<file path="config.mk">
export PLATFORM = sky130hd
export DESIGN_NAME = mmio_responder_flat
export DESIGN_NICKNAME = d
export VERILOG_FILES = /design/src/rtl/mmio_responder_if.sv /design/src/rtl/mmio_responder.sv /design/src/flat_wrapper.sv
export SDC_FILE = /design/constraint.sdc
export NUM_CORES = 1
export LEC_CHECK = 0
export CORE_MARGIN = 8
export CORE_UTILIZATION = 45
export DETAILED_ROUTE_END_ITERATION = 6
export PLACE_DENSITY_LB_ADDON = 0.05
export SLEW_MARGIN = 10
export SYNTH_ARGS = -nofsm -noshare
export SYNTH_HDL_FRONTEND = slang
export SYNTH_SLANG_ARGS = --single-unit
</file>
<file path="constraint.sdc">
create_clock -name clkIn -period 4.36 [get_ports clkIn]
set_clock_uncertainty 0.2 [all_clocks]
set_input_delay 0.872 -clock clkIn [delete_from_list [all_inputs] [get_ports clkIn]]
set_output_delay 0.872 -clock clkIn [all_outputs]
set_load 0.05 [all_outputs]
</file>
<file path="src/rtl/mmio_responder_if.sv">
// ---------------------------------------------------------------------------
// mmio_responder_if
//   MEM-stage data-memory bus as seen by the I/O responder.
//
//   AddrIn   32  byte address from the EX/MEM ALU result
//   DataIn   32  store data from the EX/MEM rs2 value
//   ReadIn    1  load strobe
//   WriteIn   1  store strobe
//   SelOut    1  address falls inside the I/O window (combinational)
//   DataOut  32  load data, zero when no selected read (combinational)
//
//   master: the pipeline side, which drives address, data and strobes.
//   slave : the responder.
// ---------------------------------------------------------------------------
interface mmio_responder_if;
    logic [31:0] AddrIn;
    logic [31:0] DataIn;
    logic        ReadIn;
    logic        WriteIn;
    logic        SelOut;
    logic [31:0] DataOut;

    modport master (
        output AddrIn, DataIn, ReadIn, WriteIn,
        input  SelOut, DataOut
    );

    modport slave (
        input  AddrIn, DataIn, ReadIn, WriteIn,
        output SelOut, DataOut
    );
endinterface

</file>
<file path="src/rtl/mmio_responder.sv">
// ---------------------------------------------------------------------------
// mmio_responder
//   Answers MEM-stage loads and stores that fall in a 256-byte I/O window.
//   Provides synchronized switches with rising-edge capture, a prescaled
//   32-bit timer with a sticky compare-match flag, and a display register.
//
//   Parameters
//     BASE_ADDR  base of the I/O window, bits [7:0] must be zero
//     TIMER_DIV  clkIn cycles per timer increment, 1..65535
//
//   Ports
//     clkIn    pipeline clock, all state updates on the rising edge
//     rstn     asynchronous active-low reset
//     bus      data-memory bus (slave modport of mmio_responder_if)
//     sw_i     raw board switches, asynchronous to clkIn
//     dispOut  display register value
//     irqOut   copy of the sticky timer-match flag
//
//   Register map (word offsets within the window)
//     0x00 SW_DATA    RO    synchronized switches, zero-extended
//     0x04 SW_EDGE    R/W1C rising edges seen on synchronized switches
//     0x08 TIMER      RW    32-bit up-counter
//     0x0C TIMER_CMP  RW    compare value
//     0x10 STATUS     W1C   bit0 = match flag
//     0x14 DISP       RW    display value
// ---------------------------------------------------------------------------
module mmio_responder #(
    parameter logic [31:0] BASE_ADDR = 32'hFFFF_FF00,
    parameter int unsigned TIMER_DIV = 1
) (
    input  logic             clkIn,
    input  logic             rstn,
    mmio_responder_if.slave  bus,
    input  logic [15:0]      sw_i,
    output logic [31:0]      dispOut,
    output logic             irqOut
);

    // Register word indices (AddrIn[7:2]).
    localparam logic [5:0] OFF_SW_DATA   = 6'd0;
    localparam logic [5:0] OFF_SW_EDGE   = 6'd1;
    localparam logic [5:0] OFF_TIMER     = 6'd2;
    localparam logic [5:0] OFF_TIMER_CMP = 6'd3;
    localparam logic [5:0] OFF_STATUS    = 6'd4;
    localparam logic [5:0] OFF_DISP      = 6'd5;

    localparam logic [15:0] PRE_LAST = 16'(TIMER_DIV - 1);

    // Architectural and synchronizer state.
    logic [15:0] swSync1;
    logic [15:0] swSync2;
    logic [15:0] swHist;
    logic [15:0] swEdge;
    logic [31:0] timerVal;
    logic [15:0] preCnt;
    logic [31:0] timerCmp;
    logic        matchFlag;
    logic [31:0] dispReg;

    // Decode.
    logic       sel;
    logic [5:0] regOff;
    logic       wrEn;
    logic       wrSwEdge;
    logic       wrTimer;
    logic       wrTimerCmp;
    logic       wrStatus;
    logic       wrDisp;

    // Byte lanes are not supported; every access is a full word.
    logic unusedAddrLsb;
    assign unusedAddrLsb = ^bus.AddrIn[1:0];

    assign sel        = (bus.AddrIn[31:8] == BASE_ADDR[31:8]);
    assign regOff     = bus.AddrIn[7:2];
    assign wrEn       = sel && bus.WriteIn;
    assign wrSwEdge   = wrEn && (regOff == OFF_SW_EDGE);
    assign wrTimer    = wrEn && (regOff == OFF_TIMER);
    assign wrTimerCmp = wrEn && (regOff == OFF_TIMER_CMP);
    assign wrStatus   = wrEn && (regOff == OFF_STATUS);
    assign wrDisp     = wrEn && (regOff == OFF_DISP);

    // Next-state logic for the timer, edge capture and match flag.
    logic [31:0] timerNext;
    logic [15:0] preNext;
    logic        timerUpd;
    logic        matchHit;
    logic [15:0] swEdgeNext;
    logic        matchNext;

    always_comb begin
        // NOTE: every variable gets a default before any branch, so no path
        // leaves a value unassigned and no latch is inferred.
        timerNext = timerVal;
        preNext   = preCnt;
        timerUpd  = 1'b0;
        if (wrTimer) begin
            // Software write wins over the increment and restarts the prescaler.
            timerNext = bus.DataIn;
            preNext   = '0;
            timerUpd  = 1'b1;
        end else if (preCnt == PRE_LAST) begin
            timerNext = timerVal + 32'd1;
            preNext   = '0;
            timerUpd  = 1'b1;
        end else begin
            preNext   = preCnt + 16'd1;
        end
    end

    // Only a change of TIMER is compared; writing TIMER_CMP alone never matches.
    assign matchHit = timerUpd && (timerNext == timerCmp);

    // New events are OR-ed in after the W1C clear so they win a same-cycle clear.
    assign swEdgeNext = (swEdge & ~(wrSwEdge ? bus.DataIn[15:0] : 16'h0000))
                      | (swSync2 & ~swHist);
    assign matchNext  = (matchFlag & ~(wrStatus & bus.DataIn[0])) | matchHit;

    // Switch synchronizer, history and edge capture.
    always_ff @(posedge clkIn or negedge rstn) begin
        if (!rstn) begin
            swSync1 <= '0;
            swSync2 <= '0;
            swHist  <= '0;
            swEdge  <= '0;
        end else begin
            // NOTE: non-blocking assignments let each stage sample the value the
            // previous stage held before this edge, giving a true shift chain.
            swSync1 <= sw_i;
            swSync2 <= swSync1;
            swHist  <= swSync2;
            swEdge  <= swEdgeNext;
        end
    end

    // Timer, prescaler, compare, status and display.
    always_ff @(posedge clkIn or negedge rstn) begin
        if (!rstn) begin
            timerVal  <= '0;
            preCnt    <= '0;
            timerCmp  <= '0;
            matchFlag <= 1'b0;
            dispReg   <= '0;
        end else begin
            timerVal  <= timerNext;
            preCnt    <= preNext;
            matchFlag <= matchNext;
            if (wrTimerCmp) begin
                timerCmp <= bus.DataIn;
            end
            if (wrDisp) begin
                dispReg <= bus.DataIn;
            end
        end
    end

    // Read mux: combinational, shows pre-write values during a read+write cycle.
    logic [31:0] rdData;

    always_comb begin
        rdData = '0;
        case (regOff)
            OFF_SW_DATA:   rdData = {16'h0000, swSync2};
            OFF_SW_EDGE:   rdData = {16'h0000, swEdge};
            OFF_TIMER:     rdData = timerVal;
            OFF_TIMER_CMP: rdData = timerCmp;
            OFF_STATUS:    rdData = {31'h0, matchFlag};
            OFF_DISP:      rdData = dispReg;
            default:       rdData = '0;
        endcase
    end

    assign bus.SelOut  = sel;
    assign bus.DataOut = (sel && bus.ReadIn) ? rdData : 32'h0;
    assign dispOut     = dispReg;
    assign irqOut      = matchFlag;

endmodule

</file>
<file path="src/flat_wrapper.sv">
// flat-port wrapper written by rule: the top's interface ports become plain ports
module mmio_responder_flat 
#(
    parameter logic [31:0] BASE_ADDR = 32'hFFFF_FF00,
    parameter int unsigned TIMER_DIV = 1
)
  (clkIn, rstn, sw_i, dispOut, irqOut, bus_AddrIn, bus_DataIn, bus_ReadIn, bus_WriteIn, bus_SelOut, bus_DataOut);
  mmio_responder_if bus_i ();
  input  logic clkIn;
  input  logic rstn;
  input  logic [15:0] sw_i;
  output logic [31:0] dispOut;
  output logic irqOut;
  input wire logic [$bits(bus_i.AddrIn)-1:0] bus_AddrIn;
  input wire logic [$bits(bus_i.DataIn)-1:0] bus_DataIn;
  input wire logic [$bits(bus_i.ReadIn)-1:0] bus_ReadIn;
  input wire logic [$bits(bus_i.WriteIn)-1:0] bus_WriteIn;
  output wire logic [$bits(bus_i.SelOut)-1:0] bus_SelOut;
  output wire logic [$bits(bus_i.DataOut)-1:0] bus_DataOut;
  assign bus_i.AddrIn = bus_AddrIn;
  assign bus_i.DataIn = bus_DataIn;
  assign bus_i.ReadIn = bus_ReadIn;
  assign bus_i.WriteIn = bus_WriteIn;
  assign bus_SelOut = bus_i.SelOut;
  assign bus_DataOut = bus_i.DataOut;
  mmio_responder #(.BASE_ADDR(BASE_ADDR), .TIMER_DIV(TIMER_DIV)) u_core (.clkIn(clkIn), .rstn(rstn), .bus(bus_i), .sw_i(sw_i), .dispOut(dispOut), .irqOut(irqOut));
endmodule
</file>
==> metrics, run 1 <==
layout cells sized above 1=0.2044; Worst Max-Slew Pin Slew=0.8499 ns; Final GP Congestion=0.9094; DRC=0; Routed Antenna Nets=0; hold_buf cts=0; Seq/Total Area, Yosys=0.4608; critical path startpoint=bus_AddrIn[28]; Vias=7884; area of the multi-input gates=0.004923 sq mm; Final Hold Vio Count=0; Final Cell Area=0.01256 sq mm; pre-CTS WS=0.08515 ns; Core Footprint=0.02102 sq mm; leading cell types in the layout, fill and taps excluded=dfrtp_1 (177), clkdlybuf4s50_1 (112), nor2_1 (91), a21oi_1 (69), mux2_2 (62); fillers=1816; highest fanout seen on the critical path=15; post-cts resize count=0; EDFF count, synth=0; Total Power=3.372 mW; I/O Buffers=147; Yosys reg bits=177; hpwl dp=20260 microns; drt first-iter violations=507; Pwr Density=268.6 mW/mm^2; Final period util=0.9684; area of the mapped netlist=0.009612 sq mm; Worst-Skew Late Latency=0.44 ns; Num Clock Sinks=177; critical path class=input port to output port; Hold WS=0.1531 ns; max-cap violations=0; syn avg cell area=9.929 sq um; Area Growth Syn to Fin=30.64%; CTS Buffer Depth=2; Inserted Diodes=0; first-pass GRT wire length=44390 microns; Sw Pwr=0.8481 mW; fin crit period=4.222 ns; chip height=162.2 microns; drt first pass iters=6; Initial Util=0.4572; Netlist cell types=74; Synth async-reset ratio=1.000; Hold Crit Start=u_core.swSync1[0]; total CTS buffers=17; post-CTS setup buffers=0; CTS tree=built; Final nets=1200; antenna violations before repair=0; cell-internal power=2.524 mW; clock group share of total power=0.449; Syn Nets=1055; total grt overflow=0; Die Wd=162.2 microns; Setup WS post-layout=0.1376 ns; Ports=150; routed wire length=27380 microns; Ys Warns=0; Setup-failing EPs final=0; Logic pwr share=0.055; commonest non-fill, non-tap cell in the layout=dfrtp_1; Lkg Pwr=5.243 nW; clock slew at reported path FFs=0.07 ns; slew margin rel.=0.4334; Row Count=53; pin count of the biggest net entering global routing=86; Critical Path RT=3.29 ns; Critical Path End Type=output port; total die area=0.02629 sq mm; worst hold path class=register to register; Mapped Cells=968; Slew Viols, Final=0; R2R Path Start=u_core.preCnt[0]; vias per cell=5.631; routed len/inst=19.56 microns; Post-synth top flop=dfrtp_1; Switching Fraction=0.2515; placed inst area=0.01197 sq mm; crit start category=input port; RSZ-0062 raised after global routing=no; Max H-tree Level=4; sequential share of power=0.496; outcome=finished, final reports clean; gr usage total=0.2122; VDD IR max=0.0002200 V; Worst Path Arrival=3.15 ns; Clock Root Buffer=clkbuf_16; Register Area=0.004429 sq mm; fmax=236.8 MHz; number of global-route vias before repair=8096
[area by class of cell]
cell class | instances | share of cell area
Inverter | 34 | 0.01016
Timing Repair Buffer | 188 | 0.1710
Multi-Input combinational cell | 695 | 0.3921
Sequential cell | 177 | 0.3527
Clock buffer | 17 | 0.03388
Clock inverter | 14 | 0.01275
Tap cell | 275 | 0.02740
[cells in the mapped netlist, types with 8 or more instances]
master / number / area share
xor2_1: 29 / 0.026
o21ai_0: 32 / 0.017
nand2_1: 61 / 0.024
clkbuf_1: 38 / 0.015
xnor2_1: 43 / 0.039
mux2_2: 62 / 0.073
buf_2: 8 / 0.0042
nand4_1: 33 / 0.021
and3_1: 10 / 0.0065
and2_1: 8 / 0.0052
inv_1: 34 / 0.013
a22oi_1: 17 / 0.013
mux2i_1: 35 / 0.036
a21oi_1: 83 / 0.043
nor4_1: 15 / 0.0098
dfrtp_1: 177 / 0.46
nor2_1: 107 / 0.042
nor3_1: 14 / 0.0073
nand3_1: 25 / 0.013
[logic make-up (layout without fill, tap and decap cells)]
logic type | Yosys count | after routing | synth area share
buffers and inverters | 96 | 253 | 0.04530
and+or+nand+nor | 339 | 339 | 0.1928
xor gates and xnor gates | 74 | 74 | 0.07029
muxes | 98 | 98 | 0.1114
adders and majority gates | 3 | 3 | 0.003906
AOI/OAI and AO/OA | 181 | 181 | 0.1155
DFF | 177 | 177 | 0.4608
[critical path: stages]
cell and delay, ns:
clkdlybuf4s50_1 0.46, nand4_1 0.11, or4_1 0.65, nor3_4 0.17, o211ai_1 0.25, buf_12 0.25, a21oi_2 0.20, buf_12 0.17
[power groups by stage]
stage | combinational, mW | clock (mW) | sequential [mW]
2_1_floorplan | 0.0388 | 0 | 1.70
3_3_place_gp | 0.188 | 0 | 1.70
3_5_place_dp | 0.189 | 0 | 1.71
4_1_cts | 0.190 | 1.55 | 1.67
5_1_grt | 0.203 | 1.62 | 1.68
6_report | 0.187 | 1.51 | 1.67
[flip-flops by register name, indices dropped and copies added, names as in the netlist]
register,flops
u_core.timerVal,32
u_core.swSync2,16
u_core.swHist,16
u_core.irqOut,1
u_core.preCnt,16
u_core.swEdge,16
u_core.timerCmp,32
u_core.swSync1,16
u_core.dispOut,32
[through the flow]
stage	TNS, ns	utilization	cells
3_3_place_gp	0	0.5693	1369
5_1_grt	0	0.5973	1400
2_1_floorplan	-1.334	-	968
3_5_place_dp	0	0.5693	1369
4_1_cts	0	0.5972	1400
6_report	0	0.5973	1400
[metal layers]
layer  routed length [microns]  vias up  global-route usage  share of wire
met5                         0        -                   0              0
met4                       329        0             0.05261          0.012
met3                      1453       26             0.03974          0.053
met2                     13220      236              0.3463           0.48
met1                     12370     3875              0.2857           0.45
li1                          -     3747                   -              -
[worst paths after layout]
check / cells after the start / to / slack (ns)
worst min register to register: 0 / u_core.swSync2[0] / 0.15
worst min-delay path: 0 / u_core.swSync2[0] / 0.15
min in group asynchronous: 1 / u_core.preCnt[0] / 0.28
max in group asynchronous: 2 / u_core.swEdge[11] / 2.96
worst max register to register: 10 / u_core.irqOut / 0.69
worst max-delay path: 8 / bus_DataOut[6] / 0.14
(Power assumes the default switching activity.)
==> run 2, diff against run 1 <==
--- a/config.mk
+++ b/config.mk
@@ -6,10 +6,9 @@
 export NUM_CORES = 1
 export LEC_CHECK = 0
 export CORE_MARGIN = 8
-export CORE_UTILIZATION = 45
+export CORE_UTILIZATION = 30
 export DETAILED_ROUTE_END_ITERATION = 6
 export PLACE_DENSITY_LB_ADDON = 0.05
-export SLEW_MARGIN = 10
 export SYNTH_ARGS = -nofsm -noshare
 export SYNTH_HDL_FRONTEND = slang
 export SYNTH_SLANG_ARGS = --single-unit
==> run 2 against run 1 <==
Flip-flop and latch count stayed put; non-clock buffer count is 11 higher; cell count is 9.9% higher; maximum frequency is 0.56% lower; worst hold slack worse by 0.0039 ns; register-to-register slack worse by 0.03 ns; combinational power is 2% higher; final area is 1.9% higher; routed wire length is 13% higher; utilization is 19 points lower; critical endpoint unchanged.
==> metrics, run 2 (synthesized netlist as in run 1, its figures left out) <==
placed inst area=0.01221 sq mm (+2.0%); Worst Path Arrival=3.17 ns (+0.02 ns); total grt overflow=0 (unchanged); Critical Path RT=3.29 ns (about the same); fmax=235.5 MHz (-0.56%); Core Footprint=0.03156 sq mm (+50%); max-cap violations=0 (unchanged); Total Power=3.411 mW (+1.1%); drt first pass iters=4 (-2); gr usage total=0.1660 (-0.04620); DRC=0 (unchanged); TNS Setup=0 ns (unchanged); pin count of the biggest net entering global routing=74 (-14%); M2 GR Usage=0.2734 (-0.07298); Final Hold Vio Count=0 (unchanged); Clock Root Buffer=clkbuf_16; Final Cell Area=0.01280 sq mm (+1.9%); highest fanout seen on the critical path=14 (-1); met3 Track Usage GR=0.02957 (-0.01016); total die area=0.03802 sq mm (+45%); Pwr Density=266.5 mW/mm^2 (-0.75%); Area Growth Syn to Fin=33.13%; GRT busiest layer=met2; Lkg Pwr=5.283 nW (+0.75%); VDD IR max=0.0002668 V (+21%); Routed Antenna Nets=0 (unchanged); Final GP Congestion=0.8673 (-4.6%); total CTS buffers=17 (unchanged); drt first-iter violations=338 (-33%); CTS Buffer Depth=2 (unchanged); Final nets=1211 (+0.92%); layout cells sized above 1=0.2128 (+0.008396); number of global-route vias before repair=8335 (+3.0%); hpwl dp=23310 microns (+15%); Num Clock Sinks=177 (unchanged); first-pass GRT wire length=49420 microns (+11%); antenna violations before repair=0 (unchanged); crit start category=input port; routed wire length=30920 microns (+13%); Inserted Diodes=0 (unchanged); vias per cell=5.052 (-10%); Vias=7775 (-1.4%); Initial Util=0.3046 (-0.1526); slew margin rel.=0.5269 (+0.09351); critical path class=input port to output port; final core occ=0.4055 (-0.1918); fin crit period=4.246 ns (+0.02381 ns); Ports=150 (unchanged); Hold WS=0.1492 ns (-0.003899 ns); CTS tree=built; post-cts resize count=0 (unchanged); Worst Max-Slew Pin Slew=0.7096 ns (-0.1403 ns); chip height=195.0 microns (+20%); Slew Viols, Final=0 (unchanged); clock slew at reported path FFs=0.07 ns (about the same); I/O Buffers=147 (unchanged); commonest non-fill, non-tap cell in the layout=dfrtp_1; leading cell types in the layout, fill and taps excluded=dfrtp_1 (177), clkdlybuf4s50_1 (112), nor2_1 (91), a21oi_1 (69), mux2_2 (62); RSZ-0062 raised after global routing=yes; Worst-Skew Late Latency=0.45 ns (about the same); Critical Path End Type=output port; met1 Usage GRT=0.2226 (-0.06315); worst hold path class=register to register; Row Count=65 (+23%); Max H-tree Level=4 (unchanged); Setup-failing EPs final=0 (unchanged); outcome=finished, final reports clean; Final period util=0.9739 (+0.005461); routed len/inst=20.09 microns (+2.7%); Die Wd=195.0 microns (+20%)
==> run 2: cell types whose count changed in the layout (fill, tap and decap cells not counted), sizes merged <==
cell	previous run	this run
buf	76	86
clkinv	7	4
clkinvlp	0	3
clkbuf	17	19
==> run 2: metrics by stage <==
stage	setup WS, ns	cells
after global routing	-0.02556	1539
final	0.1138	1539
after global placement	0.1053	1507
after CTS	0.08132	1539
after detailed placement	0.1054	1507
after floorplan	-0.07008	968
==> run 2: where the power goes <==
part	total [mW]	switching, mW	internal, mW
combinational	0.191	0.0979	0.0933
sequential	1.67	0.00959	1.66
clock	1.55	0.770	0.777
total	3.41	0.877	2.53
==> run 2: worst max-delay path: stages <==
cell and delay (ns):
clkdlybuf4s50_1 0.45, nand4_1 0.13, or4_1 0.65, nor3_4 0.17, o211ai_1 0.21, buf_4 0.29
a21oi_2 0.22, buf_12 0.17
==> run 2: final timing paths <==
path                            slack [ns]                  end  cells past startpoint               from
worst max-delay path                  0.11       bus_DataOut[6]                      8     bus_AddrIn[28]
worst min register to register        0.15    u_core.swSync2[9]                      0  u_core.swSync1[9]
min in group asynchronous             0.25     u_core.preCnt[5]                      1               rstn
worst max register to register        0.66        u_core.irqOut                     11   u_core.preCnt[0]
worst min-delay path                  0.15    u_core.swSync2[9]                      0  u_core.swSync1[9]
max in group asynchronous             2.90  u_core.timerCmp[27]                      2               rstn
==> run 2: timing repair <==
action | 4_1_cts | 5_1_grt
hold endpoints to repair | 0 | 0
setup endpoints to repair | 0 | 6
hold buffers | 0 | 0
buffers inserted | 0 | 0
==> run 2: cell type report <==
| type | count | area, sq um |
|---|---|---|
| Clock buffer | 18 | 439.2 |
| Clock inverter | 14 | 145.1 |
| Fill cell | 3170 | 18760 |
| Inverter | 34 | 127.6 |
| Multi-Input combinational cell | 695 | 4923 |
| Sequential cell | 177 | 4429 |
| Tap cell | 402 | 503.0 |
| Timing Repair Buffer | 199 | 2228 |
==> run 2: routing by layer <==
layer	routed length, microns	share of wire
met5	0	0
met2	14800	0.48
met3	1073	0.035
met4	357	0.012
met1	14690	0.48
==> run 3, diff against run 2 <==
--- a/config.mk
+++ b/config.mk
@@ -8,7 +8,10 @@
 export CORE_MARGIN = 8
 export CORE_UTILIZATION = 30
 export DETAILED_ROUTE_END_ITERATION = 6
+export GPL_ROUTABILITY_DRIVEN = 0
+export HOLD_SLACK_MARGIN = 0.15
 export PLACE_DENSITY_LB_ADDON = 0.05
+export REMOVE_ABC_BUFFERS = 1
 export SYNTH_ARGS = -nofsm -noshare
 export SYNTH_HDL_FRONTEND = slang
 export SYNTH_SLANG_ARGS = --single-unit
==> run 3 against run 2 <==
Routed wire length grew 4.0%; non-clock buffer count is the same; worst hold slack gained 0.00090 ns; clock power barely moved; cell count stayed put; final area is 0.77% lower; clock-buffer cell count did not move; sequential share of layout area is 0.27 points higher; highest routed layer is now met5; combinational power about the same; worst setup slack gained 0.036 ns.
==> metrics, run 3 (synthesized netlist as in run 1, its figures left out) <==
hpwl dp=23960 microns (+2.8%); reg2reg setup slack=0.64 ns (-0.02 ns); CTS tree=built; Pwr Density=268.5 mW/mm^2 (+0.73%); critical path class=input port to output port; Core Footprint=0.03156 sq mm (unchanged); Initial Util=0.3046 (unchanged); Worst Max-Slew Pin Slew=0.9068 ns (+0.1972 ns); total die area=0.03802 sq mm (unchanged); first-pass GRT wire length=50910 microns (+3.0%); highest fanout seen on the critical path=19 (+5); placed inst area=0.01210 sq mm (-0.89%); Area Growth Syn to Fin=32.10%; fin crit period=4.210 ns (-0.03637 ns); Final nets=1211 (unchanged); Die Wd=195.0 microns (unchanged); Setup-failing EPs final=0 (unchanged); routed wire length=32160 microns (+4.0%); CTS Buffer Depth=2 (unchanged); hold_buf cts=0 (unchanged); commonest non-fill, non-tap cell in the layout=dfrtp_1; Setup crit end=bus_DataOut[8]; fmax=237.5 MHz (+0.86%); Row Count=65 (unchanged); Max H-tree Level=4 (unchanged); Critical Path RT=3.29 ns (about the same); antenna violations before repair=1 (+1); Final Cell Area=0.01270 sq mm (-0.77%); I/O Buffers=147 (unchanged); pin count of the biggest net entering global routing=102 (+38%); R2R Path Start=u_core.preCnt[0]; Lkg Pwr=5.308 nW (+0.49%); chip height=195.0 microns (unchanged); worst hold path class=register to register; outcome=finished, final reports clean; DR top layer=met5; layout cells sized above 1=0.1882 (-0.02463); max-cap violations=0 (unchanged); Inserted Diodes=0 (unchanged); vias per cell=5.173 (+2.4%); number of global-route vias before repair=8397 (+0.74%); RSZ-0062 raised after global routing=no; Crit Reg-Reg Endpoint=u_core.irqOut; VDD IR max=0.0002647 V (-0.79%); met3 wire length=1118 microns (+4.2%); Clock Root Buffer=clkbuf_16; Num Clock Sinks=177 (unchanged); Worst-Skew Late Latency=0.45 ns (about the same); drt first pass iters=7 (+3); slew margin rel.=0.3955 (-0.1314); Register Area=0.004429 sq mm (unchanged); final core occ=0.4024 (-0.003132); area of the multi-input gates=0.004778 sq mm (-2.9%); Slew Viols, Final=0 (unchanged); leading cell types in the layout, fill and taps excluded=dfrtp_1 (177), clkdlybuf4s50_1 (112), nor2_1 (107), a21oi_1 (82), mux2_2 (62); M1 WL=15150 microns (+3.2%); total grt overflow=0 (unchanged); DRC=0 (unchanged); Worst Path Arrival=3.14 ns (-0.03 ns); Ports=150 (unchanged); TNS Setup=0 ns (unchanged); cells on worst reg2reg path=10 (-1); Critical Path End Type=output port; drt first-iter violations=541 (+60%); met2 routed WL=15340 microns (+3.6%); Final Hold Vio Count=0 (unchanged); Final period util=0.9656 (-0.008343); Hold WS=0.1501 ns (+0.0008980 ns); critical path startpoint=bus_AddrIn[24]; Routed Antenna Nets=0 (unchanged); total CTS buffers=17 (unchanged); crit start category=input port; fillers=3169 (-0.032%); clock slew at reported path FFs=0.07 ns (about the same); Vias=7962 (+2.4%); gr usage total=0.1716 (+0.005645); routed len/inst=20.90 microns (+4.0%)
## run 3: where the power goes
group	leakage (nW)	switching [mW]	internal, mW	total (mW)
sequential	2.27	0.00953	1.66	1.67
clock	0.281	0.769	0.776	1.54
combinational	2.76	0.0983	0.0938	0.192
total	5.31	0.876	2.53	3.41
## run 3: worst min-delay path by stage
stage / start / endpoint / slack, ns / depth (start not counted)
after floorplan: u_core.swSync1[0] / u_core.swSync2[0] / 0.13 / 0
after global placement: u_core.swSync1[12] / u_core.swSync2[12] / 0.13 / 0
after detailed placement: u_core.swSync1[3] / u_core.swSync2[3] / 0.13 / 0
after CTS: u_core.swSync1[9] / u_core.swSync2[9] / 0.15 / 0
after global routing: u_core.swSync1[4] / u_core.swSync2[4] / 0.16 / 0
final: u_core.swSync1[9] / u_core.swSync2[9] / 0.15 / 0
## run 3: critical path, stage by stage
cell	delay (ns)
clkdlybuf4s50_1	0.45
nand4_1	0.16
or4_4	0.58
nor3_4	0.15
o211ai_1	0.22
buf_12	0.22
a21oi_1	0.18
buf_4	0.15
buf_12	0.12
## run 3: routing by layer
metal	up-vias	GRT usage
li1	3772	-
met1	3996	0.2301
met2	155	0.2788
met3	37	0.03301
met4	2	0.04801
met5	-	0
## run 3: layout make-up
type                            instances  area share
Clock inverter                         14     0.01114
Sequential cell                       177      0.3488
Tap cell                              402     0.03961
Multi-Input combinational cell        695      0.3763
Timing Repair Buffer                  199      0.1794
Inverter                               34     0.01005
Clock buffer                           18     0.03459
## run 3: what timing repair did
action | 4_1_cts | 5_1_grt
setup endpoints to repair | 1 | 31
pin swaps | 0 | 2
resized for setup | 1 | 2
setup buffers | 0 | 0
## run 3: stage by stage
step	instances	worst slack [ns]	power [mW]
floorplan	906	-1.290	1.731
global placement	1507	0.01486	1.902
detailed placement	1507	-0.01082	1.902
CTS	1539	0.03402	3.481
global route	1539	0.04115	3.571
finish	1539	0.1502	3.409
